**src/rtl/array_heap_if.sv**
```systemverilog
// rtl/array_heap_if.sv - request/response handshake bundle between core and array heap
interface array_heap_if #(
  parameter int WIDTH = 12
);
  logic             req_valid;
  logic             req_ready;
  logic [2:0]       req_op;
  logic [WIDTH-1:0] req_array;
  logic [WIDTH-1:0] req_index;
  logic [WIDTH-1:0] req_data;
  logic             rsp_valid;
  logic             rsp_ready;
  logic [WIDTH-1:0] rsp_data;
  logic             rsp_error;
  logic [WIDTH-1:0] live_count;

  modport master (
    output req_valid, req_op, req_array, req_index, req_data, rsp_ready,
    input  req_ready, rsp_valid, rsp_data, rsp_error, live_count
  );

  modport slave (
    input  req_valid, req_op, req_array, req_index, req_data, rsp_ready,
    output req_ready, rsp_valid, rsp_data, rsp_error, live_count
  );
endinterface

```
**src/rtl/array_heap.sv**
```systemverilog
// rtl/array_heap.sv - array heap responder: alloc/free/push/pop/read/write/size over valid/ready
module array_heap #(
  parameter int WIDTH   = 12,
  parameter int NARRAYS = 4,
  parameter int NAREA   = 3
) (
  input logic         clock,
  input logic         reset,
  array_heap_if.slave bus
);
  localparam int DEPTH = NARRAYS * NAREA;
  localparam int AW    = (DEPTH > 1) ? $clog2(DEPTH) : 1;
  localparam int IW    = (NARRAYS > 1) ? $clog2(NARRAYS) : 1;

  localparam logic [WIDTH-1:0] N_ARR  = WIDTH'(NARRAYS);
  localparam logic [WIDTH-1:0] N_AREA = WIDTH'(NAREA);
  localparam logic [WIDTH-1:0] ONE    = WIDTH'(1);

  localparam logic [2:0] OP_ALLOC = 3'd0;
  localparam logic [2:0] OP_FREE  = 3'd1;
  localparam logic [2:0] OP_PUSH  = 3'd2;
  localparam logic [2:0] OP_POP   = 3'd3;
  localparam logic [2:0] OP_READ  = 3'd4;
  localparam logic [2:0] OP_WRITE = 3'd5;
  localparam logic [2:0] OP_SIZE  = 3'd6;

  typedef enum logic [1:0] {IDLE, EXEC, RESP} state_t;

  state_t           state_q;
  logic [2:0]       op_q;
  logic [WIDTH-1:0] arr_q;
  logic [WIDTH-1:0] idx_q;
  logic [WIDTH-1:0] data_q;
  logic [WIDTH-1:0] rd_data_q;

  logic [WIDTH-1:0] mem_q [DEPTH];

  logic [WIDTH-1:0]   size_q  [NARRAYS];
  logic [WIDTH-1:0]   size_d  [NARRAYS];
  logic [WIDTH-1:0]   stack_q [NARRAYS];
  logic [WIDTH-1:0]   stack_d [NARRAYS];
  logic [NARRAYS-1:0] live_q;
  logic [NARRAYS-1:0] live_d;
  logic [WIDTH-1:0]   top_q, top_d;
  logic [WIDTH-1:0]   fresh_q, fresh_d;
  logic [WIDTH-1:0]   live_count_q, live_count_d;

  logic             rsp_valid_q;
  logic             rsp_error_q;
  logic [WIDTH-1:0] rsp_data_q;

  logic             accept;
  logic [IW-1:0]    req_sel;
  logic [WIDTH-1:0] req_elem;
  logic [AW-1:0]    rd_addr;

  logic [IW-1:0]    sel;
  logic [IW-1:0]    alloc_sel;
  logic             cur_live;
  logic [WIDTH-1:0] cur_size;
  logic             alloc_from_stack;
  logic [WIDTH-1:0] alloc_id;
  logic             ex_ok;
  logic [WIDTH-1:0] ex_data;
  logic [WIDTH-1:0] wr_elem;
  logic [AW-1:0]    wr_addr;
  logic             mem_we;

  assign bus.req_ready  = (state_q == IDLE) && !reset;
  assign accept         = bus.req_valid && bus.req_ready;
  assign bus.rsp_valid  = rsp_valid_q;
  assign bus.rsp_data   = rsp_data_q;
  assign bus.rsp_error  = rsp_error_q;
  assign bus.live_count = live_count_q;

  // Heap read address for the incoming request; POP reads the element at size-1
  always_comb begin
    req_sel = '0;
    if (bus.req_array < N_ARR) req_sel = bus.req_array[IW-1:0];
    req_elem = (bus.req_op == OP_POP) ? size_q[req_sel] - ONE : bus.req_index;
    rd_addr  = '0;
    if ((bus.req_array < N_ARR) && (req_elem < N_AREA))
      rd_addr = AW'(bus.req_array) * AW'(NAREA) + AW'(req_elem);
  end

  // Request checks and response value for the registered request
  always_comb begin
    sel = '0;
    if (arr_q < N_ARR) sel = arr_q[IW-1:0];
    cur_live         = (arr_q < N_ARR) && live_q[sel];
    cur_size         = size_q[sel];
    alloc_from_stack = (top_q != '0);
    alloc_id         = alloc_from_stack ? stack_q[IW'(top_q - ONE)] : fresh_q;
    alloc_sel        = alloc_id[IW-1:0];
    ex_ok            = 1'b0;
    ex_data          = '0;
    wr_elem          = idx_q;
    case (op_q)
      OP_ALLOC: begin
        ex_ok   = alloc_from_stack || (fresh_q < N_ARR);
        ex_data = alloc_id;
      end
      OP_FREE:  ex_ok = cur_live;
      OP_PUSH: begin
        ex_ok   = cur_live && (cur_size < N_AREA);
        wr_elem = cur_size;
      end
      OP_POP: begin
        ex_ok   = cur_live && (cur_size != '0);
        ex_data = rd_data_q;
      end
      OP_READ: begin
        ex_ok   = cur_live && (idx_q < cur_size);
        ex_data = rd_data_q;
      end
      OP_WRITE: ex_ok = cur_live && (idx_q < N_AREA);
      OP_SIZE: begin
        ex_ok   = cur_live;
        ex_data = cur_size;
      end
      default: ex_ok = 1'b0;
    endcase
    if (!ex_ok) ex_data = '0;
    wr_addr = AW'(arr_q) * AW'(NAREA) + AW'(wr_elem);
    mem_we  = (state_q == EXEC) && !reset && ex_ok &&
              ((op_q == OP_PUSH) || (op_q == OP_WRITE));
  end

  // Bookkeeping next state, applied only when a checked request commits
  always_comb begin
    size_d       = size_q;
    stack_d      = stack_q;
    live_d       = live_q;
    top_d        = top_q;
    fresh_d      = fresh_q;
    live_count_d = live_count_q;
    if (ex_ok) begin
      case (op_q)
        OP_ALLOC: begin
          if (alloc_from_stack) top_d = top_q - ONE;
          else                  fresh_d = fresh_q + ONE;
          size_d[alloc_sel] = '0;
          live_d[alloc_sel] = 1'b1;
          live_count_d      = live_count_q + ONE;
        end
        OP_FREE: begin
          live_d[sel]              = 1'b0;
          stack_d[top_q[IW-1:0]]   = arr_q;
          top_d                    = top_q + ONE;
          live_count_d             = live_count_q - ONE;
        end
        OP_PUSH:  size_d[sel] = cur_size + ONE;
        OP_POP:   size_d[sel] = cur_size - ONE;
        OP_WRITE: if (idx_q >= cur_size) size_d[sel] = idx_q + ONE;
        default:  size_d[sel] = cur_size;
      endcase
    end
  end

  // Heap RAM: committed writes in EXEC, synchronous read at request acceptance
  always_ff @(posedge clock) begin
    if (mem_we) mem_q[wr_addr] <= data_q;
    if (accept) rd_data_q <= mem_q[rd_addr];
  end

  // Transaction FSM: capture request, commit once in EXEC, hold response until consumed
  always_ff @(posedge clock) begin
    if (reset) begin
      state_q      <= IDLE;
      rsp_valid_q  <= 1'b0;
      rsp_data_q   <= '0;
      rsp_error_q  <= 1'b0;
      live_q       <= '0;
      top_q        <= '0;
      fresh_q      <= '0;
      live_count_q <= '0;
      for (int i = 0; i < NARRAYS; i++) size_q[i] <= '0;
    end else begin
      case (state_q)
        IDLE: begin
          if (accept) begin
            op_q    <= bus.req_op;
            arr_q   <= bus.req_array;
            idx_q   <= bus.req_index;
            data_q  <= bus.req_data;
            state_q <= EXEC;
          end
        end
        EXEC: begin
          size_q       <= size_d;
          stack_q      <= stack_d;
          live_q       <= live_d;
          top_q        <= top_d;
          fresh_q      <= fresh_d;
          live_count_q <= live_count_d;
          rsp_data_q   <= ex_data;
          rsp_error_q  <= !ex_ok;
          rsp_valid_q  <= 1'b1;
          state_q      <= RESP;
        end
        RESP: begin
          if (bus.rsp_ready) begin
            rsp_valid_q <= 1'b0;
            state_q     <= IDLE;
          end
        end
        default: state_q <= IDLE;
      endcase
    end
  end
endmodule

```
**src/flat_wrapper.sv**
```systemverilog
// flat-port wrapper written by rule: the top's interface ports become plain ports
module array_heap_flat 
#(
  parameter int WIDTH   = 12,
  parameter int NARRAYS = 4,
  parameter int NAREA   = 3
)
  (clock, reset, bus_req_valid, bus_req_op, bus_req_array, bus_req_index, bus_req_data, bus_rsp_ready, bus_req_ready, bus_rsp_valid, bus_rsp_data, bus_rsp_error, bus_live_count);
  array_heap_if #(.WIDTH(WIDTH)) bus_i ();
  input logic clock;
  input logic reset;
  input wire logic [$bits(bus_i.req_valid)-1:0] bus_req_valid;
  input wire logic [$bits(bus_i.req_op)-1:0] bus_req_op;
  input wire logic [$bits(bus_i.req_array)-1:0] bus_req_array;
  input wire logic [$bits(bus_i.req_index)-1:0] bus_req_index;
  input wire logic [$bits(bus_i.req_data)-1:0] bus_req_data;
  input wire logic [$bits(bus_i.rsp_ready)-1:0] bus_rsp_ready;
  output wire logic [$bits(bus_i.req_ready)-1:0] bus_req_ready;
  output wire logic [$bits(bus_i.rsp_valid)-1:0] bus_rsp_valid;
  output wire logic [$bits(bus_i.rsp_data)-1:0] bus_rsp_data;
  output wire logic [$bits(bus_i.rsp_error)-1:0] bus_rsp_error;
  output wire logic [$bits(bus_i.live_count)-1:0] bus_live_count;
  assign bus_i.req_valid = bus_req_valid;
  assign bus_i.req_op = bus_req_op;
  assign bus_i.req_array = bus_req_array;
  assign bus_i.req_index = bus_req_index;
  assign bus_i.req_data = bus_req_data;
  assign bus_i.rsp_ready = bus_rsp_ready;
  assign bus_req_ready = bus_i.req_ready;
  assign bus_rsp_valid = bus_i.rsp_valid;
  assign bus_rsp_data = bus_i.rsp_data;
  assign bus_rsp_error = bus_i.rsp_error;
  assign bus_live_count = bus_i.live_count;
  array_heap #(.WIDTH(WIDTH), .NARRAYS(NARRAYS), .NAREA(NAREA)) u_core (.clock(clock), .reset(reset), .bus(bus_i));
endmodule
```
**config.mk**
```make
export PLATFORM = sky130hd
export DESIGN_NAME = array_heap_flat
export DESIGN_NICKNAME = d
export VERILOG_FILES = /design/src/rtl/array_heap_if.sv /design/src/rtl/array_heap.sv /design/src/flat_wrapper.sv
export SDC_FILE = /design/constraint.sdc
export NUM_CORES = 1
export LEC_CHECK = 0
export ABC_AREA = 1
export ABC_CLOCK_PERIOD_IN_PS = 5700
export CAP_MARGIN = 30
export CELL_PAD_IN_SITES_DETAIL_PLACEMENT = 1
export CELL_PAD_IN_SITES_GLOBAL_PLACEMENT = 1
export CORE_MARGIN = 5
export CORE_UTILIZATION = 40
export CTS_CLUSTER_SIZE = 28
export DETAILED_ROUTE_END_ITERATION = 8
export PLACE_DENSITY = 0.71
export RECOVER_POWER = 50
export REMOVE_ABC_BUFFERS = 1
export SKIP_LAST_GASP = 1
export SYNTH_ARGS = -nofsm -noshare
export SYNTH_HDL_FRONTEND = slang
export SYNTH_SLANG_ARGS = --single-unit
```
**constraint.sdc**
```tcl
create_clock -name clock -period 5.7 [get_ports clock]
set_clock_uncertainty 0.2 [all_clocks]
set_input_delay 1.14 -clock clock [delete_from_list [all_inputs] [get_ports clock]]
set_output_delay 1.14 -clock clock [all_outputs]
set_load 0.005 [all_outputs]
```
==> results of run 1 <==
[path summary, 6_finish.rpt]
check | from | endpoint | slack, ns | cells past startpoint
max | reset | u_core.rd_data_q[10]$_DFFE_PP_ | 0.35 | 5
min | u_core.fresh_q[10]$_SDFFE_PP0P_ | u_core.fresh_q[10]$_SDFFE_PP0P_ | 0.25 | 2
max reg2reg | u_core.arr_q[2]$_DFFE_PP_ | u_core.mem_q[8][9]$_DFFE_PP_ | 0.39 | 24
min reg2reg | u_core.fresh_q[10]$_SDFFE_PP0P_ | u_core.fresh_q[10]$_SDFFE_PP0P_ | 0.25 | 2
[metrics by stage]
stage	setup slack, ns	hold slack, ns	setup TNS (ns)
finish	0.353	0.251	0
global route	0.0702	0.266	0
CTS	0.342	0.250	0
detailed placement	-0.236	0.241	-2.62
global placement	-0.101	0.237	-1.15
floorplan	0.0186	0.213	0
[routing by layer]
layer	up-vias	part of all wire, %
met2	563	46
met3	168	5.6
li1	8503	-
met5	-	0.016
met4	2	4.2
met1	8978	44
[worst max-delay path, stage by stage]
cell	delay (ns)
dlygate4sd3_1	0.53
clkbuf_1	0.72
nor3_1	0.50
and2_0	1.63
clkbuf_4	0.79
[synth_stat cells (3+ instances only)]
| cell | count |
|---|---|
| a211oi_1 | 5 |
| a21oi_1 | 100 |
| a22oi_1 | 10 |
| a32o_1 | 10 |
| and2_1 | 3 |
| and3_1 | 3 |
| buf_1 | 3 |
| buf_2 | 26 |
| buf_4 | 12 |
| buf_6 | 8 |
| clkbuf_1 | 62 |
| clkinv_1 | 5 |
| dfxtp_1 | 104 |
| edfxtp_1 | 243 |
| fa_1 | 7 |
| ha_1 | 35 |
| inv_1 | 263 |
| inv_2 | 6 |
| nand2_1 | 649 |
| nand2_2 | 13 |
| nand2_4 | 3 |
| nand3_1 | 163 |
| nand3_2 | 6 |
| nand3_4 | 4 |
| nand3b_1 | 20 |
| nand4_1 | 61 |
| nand4_2 | 3 |
| nand4_4 | 4 |
| nor2_1 | 299 |
| nor2_2 | 10 |
| nor2_4 | 7 |
| nor3_1 | 12 |
| nor3b_2 | 3 |
| nor4_1 | 8 |
| o211ai_1 | 21 |
| o211ai_2 | 8 |
| o21ai_0 | 179 |
| o21ai_1 | 24 |
| o21ai_2 | 3 |
| o21bai_1 | 5 |
| o22ai_1 | 21 |
| o31ai_1 | 12 |
| xnor2_1 | 10 |
| xor2_1 | 19 |
[placed cells by master, fill, tap and decap left out, drive strengths merged, types with 54 or more instances in the layout]
cell,n
dfxtp,104
a21oi,100
clkbuf,54
nand2,666
o21ai,206
dlygate4sd3,64
nand3,173
edfxtp,243
inv,271
nand4,68
buf,84
nor2,317
[where the power goes]
group | internal, mW | switching [mW] | total, mW
logic | 0.125 | 0.285 | 0.409
clock network | 1.39 | 1.14 | 2.52
registers | 2.71 | 0.0357 | 2.75
[logic make-up (layout without fill, tap and decap cells)]
kind of cell,after synthesis,in the layout,share of synthesized area [%]
adder cells (fa/ha/maj),42,42,2.91
multiplexers,1,1,0.0504
flip-flops,347,347,47.2
XOR/XNOR,30,30,1.36
other,0,3,0
AND/OR/NAND/NOR,1277,1277,28.5
AO/OA/AOI/OAI,404,404,11.7
buffers and inverters,389,510,8.20
[final cells by class]
type                    instances  area, um^2  share of cell area, %
diodes                          3        7.51                 0.0329
clock buffers                  50        1090                   4.78
clock inverters                27         198                  0.866
inverters                     276        1040                   4.58
multi-input cells            1754        8870                   38.9
flip-flops and latches        347        9380                   41.1
well taps                     664         831                   3.64
repair buffers                157        1400                   6.15
[flip-flops by register name, indices dropped and copies added (netlist names)]
signal	cells
u_core.data_q	12
u_core.bus.rsp_valid	1
u_core.idx_q	12
u_core.top_q	12
u_core.size_q	48
u_core.rd_data_q	12
u_core.live_q	4
u_core.bus.rsp_data	12
u_core.op_q	3
u_core.arr_q	12
u_core.stack_q	48
u_core.state_q	2
u_core.bus.live_count	12
u_core.bus.rsp_error	1
u_core.fresh_q	12
u_core.mem_q	144
[timing repair]
action	4_1_cts	5_1_grt
endpoints found under the setup margin	0	1
gates resized for setup	0	1
setup buffers	0	0
==> flow_summary.json, run 1 <==
{
  "status": "finished, violations left",
  "violations": "capacitance limit, slew limit",
  "busiest_layer": "met2",
  "clk_path_buf_depth": 3,
  "clkTransAtPathRegs_ns": 0.06,
  "area_growth_pct": 14.9,
  "async_reset_ff_share_pct": 0,
  "cts_tree": "done",
  "track_usage_pct": 26.5,
  "fin_crit_ns": 5.35,
  "clock-root-buffer": "clkbuf_16",
  "drt-total-wl_um": 72800,
  "drive_gt1_share_pct": 8.85,
  "dp.cells": 3198,
  "vias": 18200,
  "gr-usage-met2_pct": 43.7,
  "use_met1_pct": 35.0,
  "cp_data_arrival_time_ns": 5.35,
  "utilization_pct": 46.5,
  "placed_area_mm2": 0.0215,
  "ys_seq_elements": 347,
  "gp_congestion": 0.918,
  "clock_latency_ns": 0.58,
  "antenna_found_initial": 3,
  "cts_buffers": 42,
  "synth_top_area_cell": "edfxtp_1",
  "grt-ovfl-total": 0,
  "std_cell_rows": 81,
  "period_share_pct": 93.8,
  "finalMaxSlewViolations": 59,
  "die_width_um": 233,
  "postCtsHoldBufs": 0,
  "tightest_slew_ns": 2.13,
  "grt_max_degree": 60,
  "drtPass1Iterations": 5,
  "grt_util_met3_pct": 4.08,
  "cp-start-kind": "primary input",
  "rsz0062_at_grt": "no",
  "total_power_mw": 5.68,
  "synth_area_leaders": "edfxtp_1 37%, nand2_1 12%, dfxtp_1 10%",
  "min_path_type": "flip-flop to flip-flop",
  "ys_warn_count": 0,
  "hpwl_um": 51400,
  "initial_core_util_pct": 40.5,
  "avgSynthCellArea_um2": 7.98,
  "drc": 0,
  "ys.flop_type": "edfxtp_1",
  "end_kind": "flip-flop",
  "maxSlewHeadroom_pct": -42.3,
  "syn_area_mm2": 0.0199,
  "syn_inst": 2490,
  "drtAntennaViolNets": 0,
  "p_per_area_mw_per_mm2": 249,
  "die_area_mm2": 0.0542,
  "num_io_pins": 70,
  "via_per_inst": 5.56,
  "synth_cell_types": 60,
  "routedWlPerCell_um": 22.2,
  "ys_seq_area_share_pct": 47.2,
  "coreArea_mm2": 0.0491,
  "synth_top_area_share_pct": 36.7,
  "cts_max_level": 2,
  "die_h_um": 233,
  "worstSetupPathType": "primary input to flip-flop",
  "fillers": 5971,
  "final-hold-violation-count": 0,
  "p_leak_nw": 9.86,
  "fmax_ghz": 0.187,
  "drt_iter0_drc": 1311,
  "design_area_mm2": 0.0228,
  "cts.sinks": 347,
  "first_global_vias": 18700,
  "ir_drop_mv": 0.272,
  "nNetsFinal": 2663,
  "synth_edf_count": 243,
  "crit_required_ns": 5.70,
  "grt_pass1_wl_um": 111000,
  "max_cap_violations": 2,
  "io_buffers": 69,
  "path_max_fanout": 34,
  "final_cells": 3278,
  "setup_viol_count_final": 0
}
Note: power is estimated with default switching activity, not from simulation.
==> inputs of run 2 (changes only) <==
Settings changed: CAP_MARGIN 30 to default, CORE_UTILIZATION 40 to 47, GPL_ROUTABILITY_DRIVEN from default to 0, PLACE_DENSITY 0.71 to 0.82.
==> run 2 against run 1 <==
Effect of this change:
- the flow still finishes with violations (capacitance limit, slew limit)
- register-to-register slack lost 0.16 ns
- sequential power about the same
- global-route usage is 4.2 points higher
- critical path type unchanged
- via count increased by 3.0%
- clock-buffer cell count unchanged
- setup slack got worse by 0.18 ns
- hold slack got worse by 0.0023 ns
- combinational power about the same
- clock power hardly changed
==> flow_summary.json, run 2 (synthesized netlist as in run 1, its figures left out) <==
{
  "status": "finished, violations left",
  "violations": "capacitance limit, slew limit",
  "die_h_um": 216,
  "hold_path_end": "u_core.fresh_q[6]$_SDFFE_PP0P_",
  "min_path_type": "flip-flop to flip-flop",
  "maxSlewHeadroom_pct": -65.6,
  "regMostFlops": "u_core.mem_q",
  "routedWlPerCell_um": 23.2,
  "area_growth_pct": 13.9,
  "clkTransAtPathRegs_ns": 0.06,
  "reg2reg_slack_ns": 0.23,
  "drive_gt1_share_pct": 8.68,
  "path_max_fanout": 34,
  "cts.sinks": 347,
  "r2r_cells": 21,
  "num_io_pins": 70,
  "clock_latency_ns": 0.58,
  "grt-ovfl-total": 0,
  "io_buffers": 69,
  "cp_data_arrival_time_ns": 5.55,
  "vias": 18800,
  "p_leak_nw": 9.85,
  "largest_reg_flops": 144,
  "grt_max_degree": 58,
  "via_per_inst": 5.97,
  "ir_drop_mv": 0.270,
  "first_global_vias": 19600,
  "setup_viol_count_final": 0,
  "final_cell_mix": "649 x nand2_1, 297 x nor2_1, 263 x inv_1",
  "r2r-start": "u_core.arr_q[2]$_DFFE_PP_",
  "cts_max_level": 2,
  "drt_iter0_drc": 1802,
  "final.setup.worst_slack_ns": 0.176,
  "min_delay_path_depth": 2,
  "max_cap_violations": 2,
  "coreArea_mm2": 0.0419,
  "grt_pass1_wl_um": 112000,
  "drtAntennaViolNets": 0,
  "cts_resized": 0,
  "end_kind": "flip-flop",
  "drt-total-wl_um": 73000,
  "fin_crit_ns": 5.52,
  "hp-start": "u_core.fresh_q[6]$_SDFFE_PP0P_",
  "finalMaxSlewViolations": 63,
  "crit_required_ns": 5.73,
  "total_power_mw": 5.70,
  "cp-start-kind": "primary input",
  "clock-root-buffer": "clkbuf_16",
  "postCtsHoldBufs": 0,
  "nNetsFinal": 2660,
  "antenna_found_initial": 0,
  "cts_tree": "done",
  "final-hold-violation-count": 0,
  "initial_core_util_pct": 47.5,
  "worstSetupPathType": "primary input to flip-flop",
  "p_per_area_mw_per_mm2": 252,
  "drc": 0,
  "rsz0062_at_grt": "no",
  "cts_buffers": 40,
  "drtPass1Iterations": 5,
  "std_cell_rows": 75,
  "die_area_mm2": 0.0465,
  "startpoint": "reset",
  "die_width_um": 216,
  "timing.hold.ws_ns": 0.249,
  "hpwl_um": 51600,
  "track_usage_pct": 30.7,
  "pre_cts_slack_ns": -0.295,
  "largestRegisters": "u_core.mem_q x144, u_core.size_q x48, u_core.stack_q x48",
  "utilization_pct": 54.1,
  "reg2reg_to": "u_core.mem_q[9][8]$_DFFE_PP_",
  "tightest_slew_ns": 2.48,
  "post-cts-setup-buffer-count": 0,
  "period_share_pct": 96.9,
  "final_common_cell": "nand2_1",
  "fmax_ghz": 0.181,
  "clk_path_buf_depth": 3
}
run 2: layout make-up:
type / count / area [um^2]
antenna: 1 / 2.50
clock buffer: 50 / 1050
clock inverter: 22 / 215
fill: 5021 / 19200
inverter: 276 / 1040
multi-input combinational: 1754 / 8870
sequential: 347 / 9380
tap: 539 / 674
timing repair buffer: 156 / 1390
run 2: worst max path at each step:
stage / cells after the start / slack (ns) / to
2_1_floorplan: 16 / 0.02 / u_core.rd_data_q[0]$_DFFE_PP_
3_3_place_gp: 22 / 0.04 / u_core.rd_data_q[5]$_DFFE_PP_
3_5_place_dp: 22 / -0.30 / u_core.rd_data_q[3]$_DFFE_PP_
4_1_cts: 22 / 0.27 / u_core.rd_data_q[3]$_DFFE_PP_
5_1_grt: 21 / 0.02 / u_core.mem_q[9][8]$_DFFE_PP_
6_report: 5 / 0.18 / u_core.rd_data_q[1]$_DFFE_PP_
run 2: per-layer routing:
metal	wire length (um)	GRT usage, %	up-vias
li1	-	-	8489
met1	28000	37.2	9160
met2	35300	53.0	850
met3	5330	4.46	269
met4	4390	16.4	0
met5	0	0	-
run 2: power by group:
group / switching, mW / leakage, nW / internal, mW / total (mW)
sequential: 0.0343 / 3.04 / 2.71 / 2.75
clock: 1.08 / 0.617 / 1.45 / 2.54
combinational: 0.287 / 6.20 / 0.125 / 0.412
total: 1.41 / 9.85 / 4.29 / 5.70
run 2: critical path, cell delays in order:
cell and delay, ns:
dlygate4sd3_1 0.53, clkbuf_1 0.76, nor3_1 0.57, and2_0 1.87, buf_4 0.63
run 2: through the flow:
| stage | instances | cell area, um^2 | TNS [ns] |
|---|---|---|---|
| after global placement | 3072 | 21400 | 0 |
| after floorplan | 2377 | 19300 | 0 |
| after CTS | 3144 | 22600 | 0 |
| after detailed placement | 3072 | 21400 | -3.19 |
| final | 3145 | 22600 | 0 |
| after global routing | 3144 | 22600 | 0 |
